$ cat src/rtl/multi_pulse_generator.sv
// Multi-channel programmable pulse generator: per-channel delay/width/gap with
// one-shot, retriggerable, periodic and gate modes. Each channel is an independent FSM.
module multi_pulse_generator #(
  parameter int NUM_CH = 4,
  parameter int CNT_W  = 16
) (
  input  logic                    clk,
  input  logic                    rst_n,
  input  logic [NUM_CH-1:0]       trig,
  input  logic [2*NUM_CH-1:0]     mode,
  input  logic [CNT_W*NUM_CH-1:0] delay,
  input  logic [CNT_W*NUM_CH-1:0] width,
  input  logic [CNT_W*NUM_CH-1:0] gap,
  output logic [NUM_CH-1:0]       pulse,
  output logic [NUM_CH-1:0]       busy
);

  localparam logic [1:0] M_RETRIG   = 2'b01;
  localparam logic [1:0] M_PERIODIC = 2'b10;
  localparam logic [1:0] M_GATE     = 2'b11;
  localparam logic [CNT_W-1:0] CNT_ONE = CNT_W'(1);

  typedef enum logic [2:0] {S_IDLE, S_DELAY, S_ACTIVE, S_GAP, S_HOLD} state_t;

  logic [NUM_CH-1:0] r_trig_q;

  // History resets to ones so a trigger already high at reset release is not an edge.
  always_ff @(posedge clk) begin
    if (!rst_n) r_trig_q <= '1;
    else        r_trig_q <= trig;
  end

  for (genvar c = 0; c < NUM_CH; c++) begin : g_ch
    state_t           r_state;
    logic [1:0]       r_mode;
    logic [CNT_W-1:0] r_delay, r_width, r_gap, r_cnt;
    logic             r_pulse, r_busy;

    logic             w_trig, w_edge, w_accept;
    logic [1:0]       w_mode;
    logic [CNT_W-1:0] w_delay, w_width, w_gap;
    state_t           w_start;

    assign w_trig  = trig[c];
    assign w_edge  = trig[c] & ~r_trig_q[c];
    assign w_mode  = mode[2*c +: 2];
    assign w_delay = delay[c*CNT_W +: CNT_W];
    assign w_width = width[c*CNT_W +: CNT_W];
    assign w_gap   = gap[c*CNT_W +: CNT_W];
    assign w_start = (w_delay != '0) ? S_DELAY : ((w_width != '0) ? S_ACTIVE : S_IDLE);
    assign w_accept = w_edge && ((r_state == S_IDLE) ||
                      ((r_mode == M_RETRIG) && ((r_state == S_DELAY) || (r_state == S_ACTIVE))));

    always_ff @(posedge clk) begin
      if (!rst_n) begin
        r_state <= S_IDLE;
        r_mode  <= '0;
        r_delay <= '0;
        r_width <= '0;
        r_gap   <= '0;
        r_cnt   <= '0;
        r_pulse <= 1'b0;
        r_busy  <= 1'b0;
      end else if (w_accept) begin
        // Fresh start or retrigger: config is frozen here for the whole sequence.
        r_mode  <= w_mode;
        r_delay <= w_delay;
        r_width <= w_width;
        r_gap   <= w_gap;
        r_state <= w_start;
        r_cnt   <= (w_start == S_IDLE) ? '0 : CNT_ONE;
        r_pulse <= (w_start == S_ACTIVE);
        r_busy  <= (w_start != S_IDLE);
      end else begin
        case (r_state)
          S_DELAY: begin
            if (((r_mode == M_GATE) && !w_trig) || ((r_cnt == r_delay) && (r_width == '0))) begin
              r_state <= S_IDLE;
              r_cnt   <= '0;
              r_pulse <= 1'b0;
              r_busy  <= 1'b0;
            end else if (r_cnt == r_delay) begin
              r_state <= S_ACTIVE;
              r_cnt   <= CNT_ONE;
              r_pulse <= 1'b1;
            end else begin
              r_cnt <= r_cnt + CNT_ONE;
            end
          end
          S_ACTIVE: begin
            if ((r_mode == M_GATE) && !w_trig) begin
              r_state <= S_IDLE;
              r_cnt   <= '0;
              r_pulse <= 1'b0;
              r_busy  <= 1'b0;
            end else if (r_cnt == r_width) begin
              if (r_mode == M_GATE) begin
                r_state <= S_HOLD;
                r_cnt   <= '0;
                r_pulse <= 1'b0;
              end else if ((r_mode == M_PERIODIC) && w_trig) begin
                // Zero gap chains straight into the next pulse, keeping the output high.
                r_state <= (r_gap == '0) ? S_ACTIVE : S_GAP;
                r_cnt   <= CNT_ONE;
                r_pulse <= (r_gap == '0);
              end else begin
                r_state <= S_IDLE;
                r_cnt   <= '0;
                r_pulse <= 1'b0;
                r_busy  <= 1'b0;
              end
            end else begin
              r_cnt <= r_cnt + CNT_ONE;
            end
          end
          S_GAP: begin
            if (!w_trig) begin
              r_state <= S_IDLE;
              r_cnt   <= '0;
              r_busy  <= 1'b0;
            end else if (r_cnt == r_gap) begin
              r_state <= S_ACTIVE;
              r_cnt   <= CNT_ONE;
              r_pulse <= 1'b1;
            end else begin
              r_cnt <= r_cnt + CNT_ONE;
            end
          end
          S_HOLD: begin
            if (!w_trig) begin
              r_state <= S_IDLE;
              r_busy  <= 1'b0;
            end
          end
          default: begin
            r_state <= S_IDLE;
            r_cnt   <= '0;
            r_pulse <= 1'b0;
            r_busy  <= 1'b0;
          end
        endcase
      end
    end

    assign pulse[c] = r_pulse;
    assign busy[c]  = r_busy;
  end

endmodule

$ cat config.mk
export PLATFORM = sky130hd
export DESIGN_NAME = multi_pulse_generator
export DESIGN_NICKNAME = d
export VERILOG_FILES = /design/src/rtl/multi_pulse_generator.sv
export SDC_FILE = /design/constraint.sdc
export NUM_CORES = 1
export LEC_CHECK = 0
export BUFFER_PORTS_ARGS = -buffer_cell sky130_fd_sc_hd__buf_2
export CORE_MARGIN = 4
export CORE_UTILIZATION = 39
export CTS_CLUSTER_SIZE = 20
export DETAILED_ROUTE_END_ITERATION = 6
export PLACE_DENSITY = 0.63
export SYNTH_ARGS = -nofsm -noshare
export SYNTH_HDL_FRONTEND = slang
export SYNTH_SLANG_ARGS = --single-unit
$ cat constraint.sdc
create_clock -name clk -period 5.09 [get_ports clk]
set_clock_uncertainty 0.05 [all_clocks]
set_input_delay 1.018 -clock clk [delete_from_list [all_inputs] [get_ports clk]]
set_output_delay 1.018 -clock clk [all_outputs]
set_load 0.02 [all_outputs]
==> results_dict.tcl <==
set metrics [dict create \
    start_kind "flop" \
    arrival_ps 3310 \
    maxCapViolCount 0 \
    cts_tree "done" \
    synthCells 1926 \
    final_cell_mix "nand2_1 (486), dfxtp_1 (288), a21oi_1 (226)" \
    ir_drop_mv 0.2743 \
    grt_pass1_vias 13189 \
    r2r_cells 7 \
    clock-sinks 288 \
    start_util 0.3960 \
    ys_ff_latch 288 \
    hold_viol_final 0 \
    yosysSeqAreaShare 0.3866 \
    synth_top_area_share 0.3866 \
    grtUsageMet2 0.3184 \
    r2r_setup_slack_ps 2160 \
    min_period_over_period 0.5755 \
    synth_nets 2136 \
    yosysTopAreaCell "dfxtp_1" \
    crit_path_end_kind "flop" \
    fillCellCount 3804 \
    required_ps 5470 \
    reg2reg_to "g_ch[0].r_cnt[4]" \
    cts_buffers 34 \
    first_iter_violations 961 \
    synth_area_leaders "dfxtp_1 (39%), nand2_1 (12%), a21oi_1 (7.6%)" \
    async_flop_share 0 \
    die_y_um 203.6 \
    final_common_cell "nand2_1" \
    place.gp.congestion 0.8940 \
    vias_per_cell 5.377 \
    grt_pass1_wl_um 67840 \
    finalMaxSlewViolations 0 \
    routedWlPerCell_um 16.47 \
    clk_path_buf_depth 3 \
    yosysUniqueCellTypes 72 \
    worst_pin_slew_ps 1102 \
    synth_edf_count 0 \
    vias 13782 \
    crit_end "g_ch[0].r_cnt[4]" \
    timing.rr.start "g_ch[0].r_cnt[3]" \
    syn_area_um2 14910 \
    grt_busiest_layer "met2" \
    post-cts-setup-buffers 0 \
    clock_latency_ps 530 \
    min_path_type "flop to flop" \
    drive_gt1_frac 0.1530 \
    synth_flop_cell "dfxtp_1" \
    fp.dieW_um 203.6 \
    fmax_mhz 341.4 \
    place.port_buffers 213 \
    num_io_pins 214 \
    antenna_found_initial 1 \
    period_needed_ps 2929 \
    clk_pin_slew_ps 60 \
    hpwl_um 30630 \
    first_pass_iters 5 \
    htree_levels 2 \
    hold_buffers 0 \
    grt_use_met3 0.04102 \
    drtAntennaViolNets 0 \
    cp_max_fo 23 \
    route.detailed.drc 0 \
    avgSynthCellArea_um2 7.744 \
    grt_use_met1 0.2664 \
    power_density_nw_per_um2 326.8 \
    fin_util 0.4545 \
    num_antenna_cells 0 \
    slew_headroom 0.2651 \
    total_leakage_power_nw 6.750 \
    critPathLaunch "g_ch[0].r_cnt[3]" \
    post_cts_resized 0 \
    finalSetupViolCount 0 \
    nets 2237 \
    fp-row-count 71 \
    fp.coreArea_um2 37670 \
    grt_overflow 0 \
    rsz0062_at_grt "false" \
    die-area_um2 41430 \
    power_mw 5.595 \
    status "finished, final reports clean" \
    grt_usage 0.1972 \
    grt_start_max_net_pins 146 \
    fin_setup_tns_ps 0 \
    area_growth_pct 14.78 \
    yosysWarningCount 0 \
    critical_path_class "flop to flop" \
    root_buffer "clkbuf_16" \
    wl_um 42220 \
]
[routing by layer]
layer	up-vias	share of wire
li1	6818	-
met1	6484	0.45
met2	407	0.46
met4	0	0.027
met3	73	0.060
met5	-	0
[through the flow]
stage / setup slack [ps] / cells / hold WS, ps / instance area, um2
after floorplan: 2473 / 1926 / 397.5 / 14910
after global placement: 2068 / 2502 / 409.8 / 15910
after detailed placement: 1966 / 2502 / 412.6 / 15910
after CTS: 2207 / 2563 / 421.5 / 17120
after global routing: 1853 / 2563 / 441.3 / 17120
final: 2161 / 2563 / 419.0 / 17120
[final cells by class]
type                       count  area [um2]  share of cell area
clock buffer                  49        1041             0.06081
clock inverter                12       168.9            0.009867
inverter                      18       72.57            0.004239
multi-input combinational   1461        8283              0.4838
sequential                   288        5766              0.3368
tap                          511       639.4             0.03735
timing repair buffer         224        1149             0.06710
[worst min-delay path by stage]
stage / startpoint / endpoint / slack (ps) / depth (start not counted)
2_1_floorplan: g_ch[0].r_busy / g_ch[0].r_busy / 400 / 2
3_3_place_gp: g_ch[0].r_delay[1] / g_ch[0].r_delay[1] / 410 / 2
3_5_place_dp: g_ch[2].r_delay[14] / g_ch[2].r_delay[14] / 410 / 2
4_1_cts: g_ch[2].r_delay[14] / g_ch[2].r_delay[14] / 420 / 2
5_1_grt: g_ch[0].r_delay[2] / g_ch[0].r_delay[2] / 440 / 2
6_report: g_ch[0].r_delay[10] / g_ch[0].r_delay[10] / 420 / 2
[flip-flops by register name, indices dropped and copies added (netlist names)]
name,count
g_ch.r_cnt,64
g_ch.r_delay,64
g_ch.r_gap,64
g_ch.r_width,64
g_ch.r_state,12
g_ch.r_mode,8
g_ch.r_busy,4
g_ch.r_pulse,4
r_trig_q,4
[synth_stat cells (all sizes together) (33+ instances only)]
cell type and count:
nand4 49, nor2 48, nand2 486, nor4 99
a21oi 226, xor2 88, dfxtp 288, nand3 33
xnor2 117, clkbuf 77, o21ai 65, buf 82
nor3 38
[power by group]
part / leakage (nW) / internal [mW] / switching, mW / total (mW)
Combinational: 3.82 / 0.237 / 0.337 / 0.574
Clock: 0.593 / 1.63 / 0.991 / 2.62
Sequential: 2.34 / 2.33 / 0.0761 / 2.40
[kinds of logic (layout without fill, tap and decap cells)]
family	Yosys count	count (layout)	synth area share
AO/OA/AOI/OAI	405	405	0.1613
multiplexers	1	1	0.0006712
flip-flops	288	288	0.3866
adder cells (fa/ha/maj)	5	5	0.004027
buffers and inverters	177	303	0.05948
XOR/XNOR	205	205	0.1204
AND/OR/NAND/NOR	845	845	0.2675
[worst max-delay path: stages, from the launching register on]
cell and delay [ps]:
dfxtp_1 620, xnor2_1 180, nand4_1 140, nor4_2 460, o32ai_2 210, o211ai_2 740
o21ai_0 220, a21o_1 210
Note: power is estimated with default switching activity, not from simulation.
